**config.mk**
```make
export PLATFORM = sky130hd
export DESIGN_NAME = prod_sum_result_buf
export DESIGN_NICKNAME = d
export VERILOG_FILES = /design/src/rtl/prod_sum_result_buf.sv
export SDC_FILE = /design/constraint.sdc
export NUM_CORES = 1
export LEC_CHECK = 0
export ABC_CLOCK_PERIOD_IN_PS = 5500
export BUFFER_PORTS_ARGS = -buffer_cell sky130_fd_sc_hd__buf_2
export CAP_MARGIN = 20
export CELL_PAD_IN_SITES_DETAIL_PLACEMENT = 1
export CELL_PAD_IN_SITES_GLOBAL_PLACEMENT = 1
export CORE_AREA = 3 3 114 116
export CTS_CLUSTER_DIAMETER = 40
export DETAILED_ROUTE_END_ITERATION = 7
export DIE_AREA = 0 0 117 119
export PLACE_DENSITY_LB_ADDON = 0.12
export SLEW_MARGIN = 20
export SYNTH_ARGS = -nofsm -noshare
export SYNTH_HDL_FRONTEND = slang
export SYNTH_SLANG_ARGS = --single-unit
```
**constraint.sdc**
```tcl
create_clock -name clk -period 5.5 [get_ports clk]
set_input_delay 1.1 -clock clk [delete_from_list [all_inputs] [get_ports clk]]
set_output_delay 1.1 -clock clk [all_outputs]
set_load 0.02 [all_outputs]
```
**src/rtl/prod_sum_result_buf.sv**
```systemverilog
// Result buffer between the pipelined multiply-accumulate and its consumer: circular FIFO of {sum, tag}.
// Optional tag-sequence checker compiled in with `define PROD_SUM_RESULT_BUF_ID_CHK_EN.
module prod_sum_result_buf #(
    parameter int sum_width = 17,
    parameter int id_width  = 8,
    parameter int depth     = 4
) (
    input  logic                         clk,
    input  logic                         rst,
    input  logic                         arrive,
    input  logic [id_width-1:0]          arrive_id,
    input  logic [sum_width-1:0]         sum,
    output logic                         accept_n,
    output logic                         out_valid,
    input  logic                         out_ready,
    output logic [sum_width-1:0]         out_sum,
    output logic [id_width-1:0]          out_id,
    output logic [$clog2(depth+1)-1:0]   count,
    output logic                         id_err
);
    localparam int ptr_w   = $clog2(depth);
    localparam int cnt_w   = $clog2(depth + 1);
    localparam int entry_w = sum_width + id_width;

    logic [entry_w-1:0] mem [depth];
    logic [ptr_w-1:0]   wr_ptr_reg, wr_ptr_next;
    logic [ptr_w-1:0]   rd_ptr_reg, rd_ptr_next;
    logic [cnt_w-1:0]   count_reg, count_next;
    logic [entry_w-1:0] head_reg;
    logic               full, push, pop;

    function automatic logic [ptr_w-1:0] ptr_inc(input logic [ptr_w-1:0] p);
        return (p == ptr_w'(depth - 1)) ? '0 : p + ptr_w'(1);
    endfunction

    // Backpressure comes from the registered count only; a same-cycle pop never frees a slot.
    assign full      = (count_reg == cnt_w'(depth));
    assign accept_n  = full;
    assign out_valid = (count_reg != '0);
    assign push      = arrive & ~full;
    assign pop       = out_valid & out_ready;

    assign count   = count_reg;
    assign out_sum = head_reg[entry_w-1:id_width];
    assign out_id  = head_reg[id_width-1:0];

    always_comb begin
        wr_ptr_next = wr_ptr_reg;
        rd_ptr_next = rd_ptr_reg;
        count_next  = count_reg;
        if (push) wr_ptr_next = ptr_inc(wr_ptr_reg);
        if (pop)  rd_ptr_next = ptr_inc(rd_ptr_reg);
        case ({push, pop})
            2'b10:   count_next = count_reg + cnt_w'(1);
            2'b01:   count_next = count_reg - cnt_w'(1);
            default: count_next = count_reg;
        endcase
    end

    always_ff @(posedge clk) begin
        if (push) mem[wr_ptr_reg] <= {sum, arrive_id};
    end

    // The head register is a registered read of the next head slot; it bypasses the
    // incoming write when that write lands in the slot that becomes the head.
    always_ff @(posedge clk) begin
        if (rst) begin
            wr_ptr_reg <= '0;
            rd_ptr_reg <= '0;
            count_reg  <= '0;
            head_reg   <= '0;
        end else begin
            wr_ptr_reg <= wr_ptr_next;
            rd_ptr_reg <= rd_ptr_next;
            count_reg  <= count_next;
            if (count_next != '0) begin
                if (push && (rd_ptr_next == wr_ptr_reg))
                    head_reg <= {sum, arrive_id};
                else
                    head_reg <= mem[rd_ptr_next];
            end
        end
    end

`ifdef PROD_SUM_RESULT_BUF_ID_CHK_EN
    logic                have_ref_reg;
    logic [id_width-1:0] last_id_reg;
    logic                id_err_reg;
    logic [id_width-1:0] expect_id;

    assign expect_id = last_id_reg + id_width'(1);
    assign id_err    = id_err_reg;

    // First accepted tag after reset only seeds the reference; the error is sticky.
    always_ff @(posedge clk) begin
        if (rst) begin
            have_ref_reg <= 1'b0;
            last_id_reg  <= '0;
            id_err_reg   <= 1'b0;
        end else if (push) begin
            have_ref_reg <= 1'b1;
            last_id_reg  <= arrive_id;
            if (have_ref_reg && (arrive_id != expect_id))
                id_err_reg <= 1'b1;
        end
    end
`else
    assign id_err = 1'b0;
`endif

endmodule

```
== Word-level counts from Yosys, hierarchy flattened ==
Memories as Yosys holds them, arrays and structs flattened. A register that Yosys moved wholly into a read port is not among the register bits.
Index checks and enable logic that the tools add are counted.

* Register bits: 7
* Bits in writable memories: 100
* Input bits: 29
* Output and inout bits: 31
* Logic and storage cells: 24
* Memories kept: 1

* $add $sub $neg: 4
* Equal/unequal tests: 5
* Muxes and demuxes: 6
* Bitwise logic cells: 3
* Reduce and logical (&&, ||, !) cells: 2

{| class="wikitable"
|+ Memories
! name !! depth !! width !! read ports !! clocked after Yosys merged registers in !! wr ports !! RTL line !! RTL
|-
| mem || 4 || 25 || 1 || 1 || 1 || 25 || <nowiki>logic [entry_w-1:0] mem [depth];</nowiki>
|}

{| class="wikitable"
|+ Operators with widths
! kind !! number
|-
| $eq A2 B2 Y1 const B || 3
|-
| $mux W2 || 3
|-
| $pmux W3 S2 || 1
|-
| $reduce_bool A3 Y1 || 2
|-
| $add A2 B1 Y2 const B || 2
|-
| $add A3 B1 Y3 const B || 1
|-
| $eq A3 B3 Y1 const B || 1
|-
| $sub A3 B1 Y3 const B || 1
|-
| $and A1 B1 Y1 || 2
|-
| $eq A2 B1 Y1 const B || 1
|-
| $mux W1 || 2
|-
| $not A1 Y1 || 1
|}

== Longest topological paths before layout ==
* Depth after elaboration: 6
* Gate-level depth with buffers: 14
* Mapped depth without buffers: 12

== Worst setup path before layout ==
No wires, ideal clock.

* Kind: register to register
* Start: reg count_reg[2], in the netlist count[2]
* End: reg head_reg[0], read port of mem
* Library setup time: 0.079 ns
* Arrival: 3.550 ns
* Data required time: 5.421 ns
* Path slack: 1.872 ns
* Stages on the path, launching flop included: 14
* Path buffers: 1
* Period minus slack after synthesis: 3.628 ns
* Cells stage by stage: dfxtp_1 -> inv_1 -> nor3_1 -> nor2b_1 -> inv_1 -> ha_1 -> inv_1 -> fa_1 -> xnor2_1 -> mux2_2 -> nor3_1 -> clkbuf_1 -> nand2_1 -> o221ai_2

* Cells in the longest elaborated chain, start to end: 6
* Elaborated cells between the ends (all ways): 12
* Classes of those cells: add/sub (2); eq/ne (3); mux (2); bitwise (3); reduce/logical (2)

{| class="wikitable"
|+ RTL lines
! what !! RTL line !! RTL
|-
| from (decl) || 28 || <nowiki>logic [cnt_w-1:0] count_reg, count_next;</nowiki>
|-
| from (signal assigned) || 75 || <nowiki>count_reg <= count_next;</nowiki>
|-
| $eq A3 B3 Y1 (*) || 37 || <nowiki>assign full = (count_reg == cnt_w'(depth));</nowiki>
|-
| net accept_n || 13 || <nowiki>output logic accept_n,</nowiki>
|-
| $not A1 Y1 (*) || 40 || <nowiki>assign push = arrive & ~full;</nowiki>
|-
| $and A1 B1 Y1 (*) || 40 ||
|-
| $eq A2 B1 Y1 or $eq A2 B2 Y1 (tied branches) || 53 || <nowiki>case ({push, pop})</nowiki>
|-
| $pmux W3 S2 (*) || 53 ||
|-
| $reduce_bool A3 Y1 (*) || 76 || <nowiki>if (count_next != '0) begin</nowiki>
|-
| to (decl) || 29 || <nowiki>logic [entry_w-1:0] head_reg;</nowiki>
|}

The timed path passes the listed nets; every way through them passes the cells marked *.
A chain may end at the register's enable or synchronous reset.

== Final worst setup path ==
* Start: in arrive
* End: reg head_reg[0], read port of mem

* Cells in the longest elaborated chain, start to end: 4
* Elaborated cells between the ends (all ways): 5
* Classes of those cells: eq/ne (2); mux (1); bitwise (1); reduce/logical (1)

{| class="wikitable"
|+ RTL lines
! what !! RTL line !! RTL
|-
| from (decl) || 10 || <nowiki>input logic arrive,</nowiki>
|-
| $and A1 B1 Y1 (*) || 40 ||
|-
| $eq A2 B1 Y1 or $eq A2 B2 Y1 (tied branches) || 53 ||
|-
| $pmux W3 S2 (*) || 53 ||
|-
| $reduce_bool A3 Y1 (*) || 76 ||
|}

Every way passes the cells marked *; elsewhere a longest branch is shown, timed or not.

==> results.md <==
* Core area at 12010 sq um
* Post-cts repair resize count at 0
* WL/cell at 20.47 microns
* Clock root cell: clkbuf_16
* Synth area leader: edfxtp_1
* Net Count, Synth at 424
* CTS clk-pin slew, worst paths at 60 ps
* GPL Wtd Cong at 0.7301
* Clock sinks at 132
* Max reg flops at 100
* Routed Antenna Nets at 0
* Hold Buf Count CTS at 0
* CP Buf/Inv Count at 4
* Crit path DAT at 4120 ps
* Via count at 3372
* Clk buf depth at 2
* Post-CTS setup buffers at 0
* Share of layout cells above drive strength 1 at 0.2625
* Clock network latency to the later pin of the worst-skew pair at 420 ps
* Initial antenna violation count at 0
* Slew margin rel. at 0.3720
* Most frequent cell on the critical path: inv_1
* Die Area at 13920 sq um
* Area growth syn-to-layout at 19.11%
* Die Wd at 117 microns
* Count leader, synth: edfxtp_1
* Pin count of the biggest net entering global routing at 53
* CP max FO at 14
* Final nets at 484
* Synthesized flop and latch total at 132
* First-pass GRT wire length at 19560 microns
* Final setup fails at 0
* DRT Pass-1 Iters at 4
* Initial Util at 0.4486
* Total track usage at 0.1884
* Leakage at 2.281 nW
* Die Y-Extent at 119 microns
* CP Class: in -> reg
* Synth top area share at 0.5572
* Power Total at 3.764 mW
* DR vias/cell at 5.546
* Critical Path RT at 5810 ps
* Clock skew at 5.182 ps
* Family with the most delay on the worst path: simple AND/OR/NAND/NOR gates
* Max-Cap Viols at 0
* Top post-synthesis cells by area: edfxtp_1, dfxtp_1, o221ai_2, nand2_1, mux2i_1
* Hold/Removal Path Class: reg -> reg
* Grt total ovfl at 0
* CP cell instances: buf_2 -> nor2b_1 -> inv_1 -> ha_1 -> inv_1 -> fa_1 -> xnor2_1 -> mux2_2 -> nor3_2 -> buf_4 -> nand2_1 -> o221ai_2
* Critical path launch point type: input port
* Setup TNS at 0 ps
* # diodes at 0
* RSZ-0062 raised after global routing: no
* Slowest cell on crit path: nor3_2
* Most common library cells after synthesis: edfxtp_1, nand2_1, dfxtp_1
* Vias in the first global route at 3571
* Crit. End Element: flip-flop
* Main flop type after synthesis: edfxtp_1
* TritonCTS clock tree: yes
* Synthesized area at 5389 sq um
* H-tree levels at 4
* DRC Markers at 0
* Slew Limit Fails at 0
* PwrDens at 586.5 nW/um^2
* Synth warn at 0
* Inserted Clock Buffers at 17
* Cells after Synth at 388
* I/O Buffers at 58
* Worst Tran Pin Value at 942.1 ps
* Ports at 60
* Post-layout min period at 3814 ps
* Post-Route WL at 12450 microns
* Crit path largest cell delay at 640 ps
* Synth unique cells at 30
* VDD IR max at 0.0002990 V
* Dpl hpwl at 7480 microns
* Post-route clock period utilization at 0.6935
* Synth async-reset ratio at 0
* Number of hold violations in the final report at 0
* Run status: finished, final reports clean
* Syn avg cell area at 13.89 sq um
* Post-synthesis sequential area ratio at 0.6761
* Post-synth EDFFs at 100
* Initial DRC Count at 166
* FMAX at 0.2622 GHz
* Rows at 40
## where the power goes
part           leakage, nW  switching, mW  internal, mW
registers             1.18         0.0759          1.23
logic                0.802          0.811         0.480
clock network        0.296          0.405         0.759
total                 2.28           1.29          2.47
## final timing paths
kind         slack, ps  cells past startpoint                      start                         to
min                480                      2  head_reg[23]$_SDFFE_PP0P_  head_reg[23]$_SDFFE_PP0P_
max reg2reg       1820                     13        count[2]$_SDFF_PP0_   head_reg[0]$_SDFFE_PP0P_
max               1690                     12                     arrive   head_reg[0]$_SDFFE_PP0P_
min reg2reg        480                      2  head_reg[23]$_SDFFE_PP0P_  head_reg[23]$_SDFFE_PP0P_
## final cells by class
class / count / area (sq um)
clock buffers: 19 / 442.9
flip-flops and latches: 132 / 3643
repair buffers: 66 / 350.3
inverters: 8 / 30.03
well taps: 147 / 183.9
clock inverters: 13 / 162.7
fillers: 1202 / 5593
multi-input cells: 223 / 1605
## worst reg2reg max path: stages (launching register included)
cell and delay (ps):
dfxtp_1 420, inv_1 110, nor3_1 200, nor2b_1 190
inv_1 150, ha_1 190, inv_1 60, fa_1 380
xnor2_1 260, mux2_2 400, nor3_2 650, buf_4 350
nand2_1 120, o221ai_2 80
## metrics by stage
| step | std cells | worst slack, ps | util | hold slack, ps | area (sq um) |
|---|---|---|---|---|---|
| 2_1_floorplan | 388 | 1872 | - | 469.2 | 5389 |
| 3_3_place_gp | 576 | 1297 | 0.4840 | 461.7 | 5813 |
| 3_5_place_dp | 576 | 1237 | 0.4840 | 458.3 | 5813 |
| 4_1_cts | 608 | 1607 | 0.5344 | 480.4 | 6419 |
| 5_1_grt | 608 | 1383 | 0.5344 | 503.7 | 6419 |
| 6_report | 608 | 1686 | 0.5344 | 475.3 | 6419 |
## layer usage
| metal | part of all wire | track usage | routed length, microns | vias up |
|---|---|---|---|---|
| li1 | - | - | - | 1575 |
| met1 | 0.45 | 0.2392 | 5654 | 1714 |
| met2 | 0.49 | 0.3073 | 6145 | 64 |
| met3 | 0.032 | 0.04319 | 396 | 19 |
| met4 | 0.020 | 0.07957 | 250 | 0 |
| met5 | 0 | 0 | 0 | - |
## cells in the final DEF, fill, tap and decap left out, types with 2 or more instances in the layout
cell type and instances:
edfxtp_1 100, nand2_1 78, buf_2 58, dfxtp_1 32
a21oi_1 29, mux2i_1 25, a22o_1 25, o221ai_2 20
clkbuf_16 17, inv_1 8, nor2_1 8, buf_4 8
ha_1 6, o221ai_1 5, and2_1 4, bufinv_16 4
clkinv_1 4, clkinv_2 4, nor2b_1 3, xnor2_1 3
nor3_1 2, mux2i_4 2, mux2_2 2
## cell families after synthesis
group / Yosys count / synth area share
AO/OA/AOI/OAI: 83 / 0.1381
XOR/XNOR: 4 / 0.006502
adder cells (fa/ha/maj): 7 / 0.01765
buffers and inverters: 33 / 0.02809
flip-flops: 132 / 0.6761
multiplexers: 29 / 0.05897
other: 1 / 0.0006959
AND/OR/NAND/NOR: 99 / 0.07383
(Power assumes the default switching activity.)
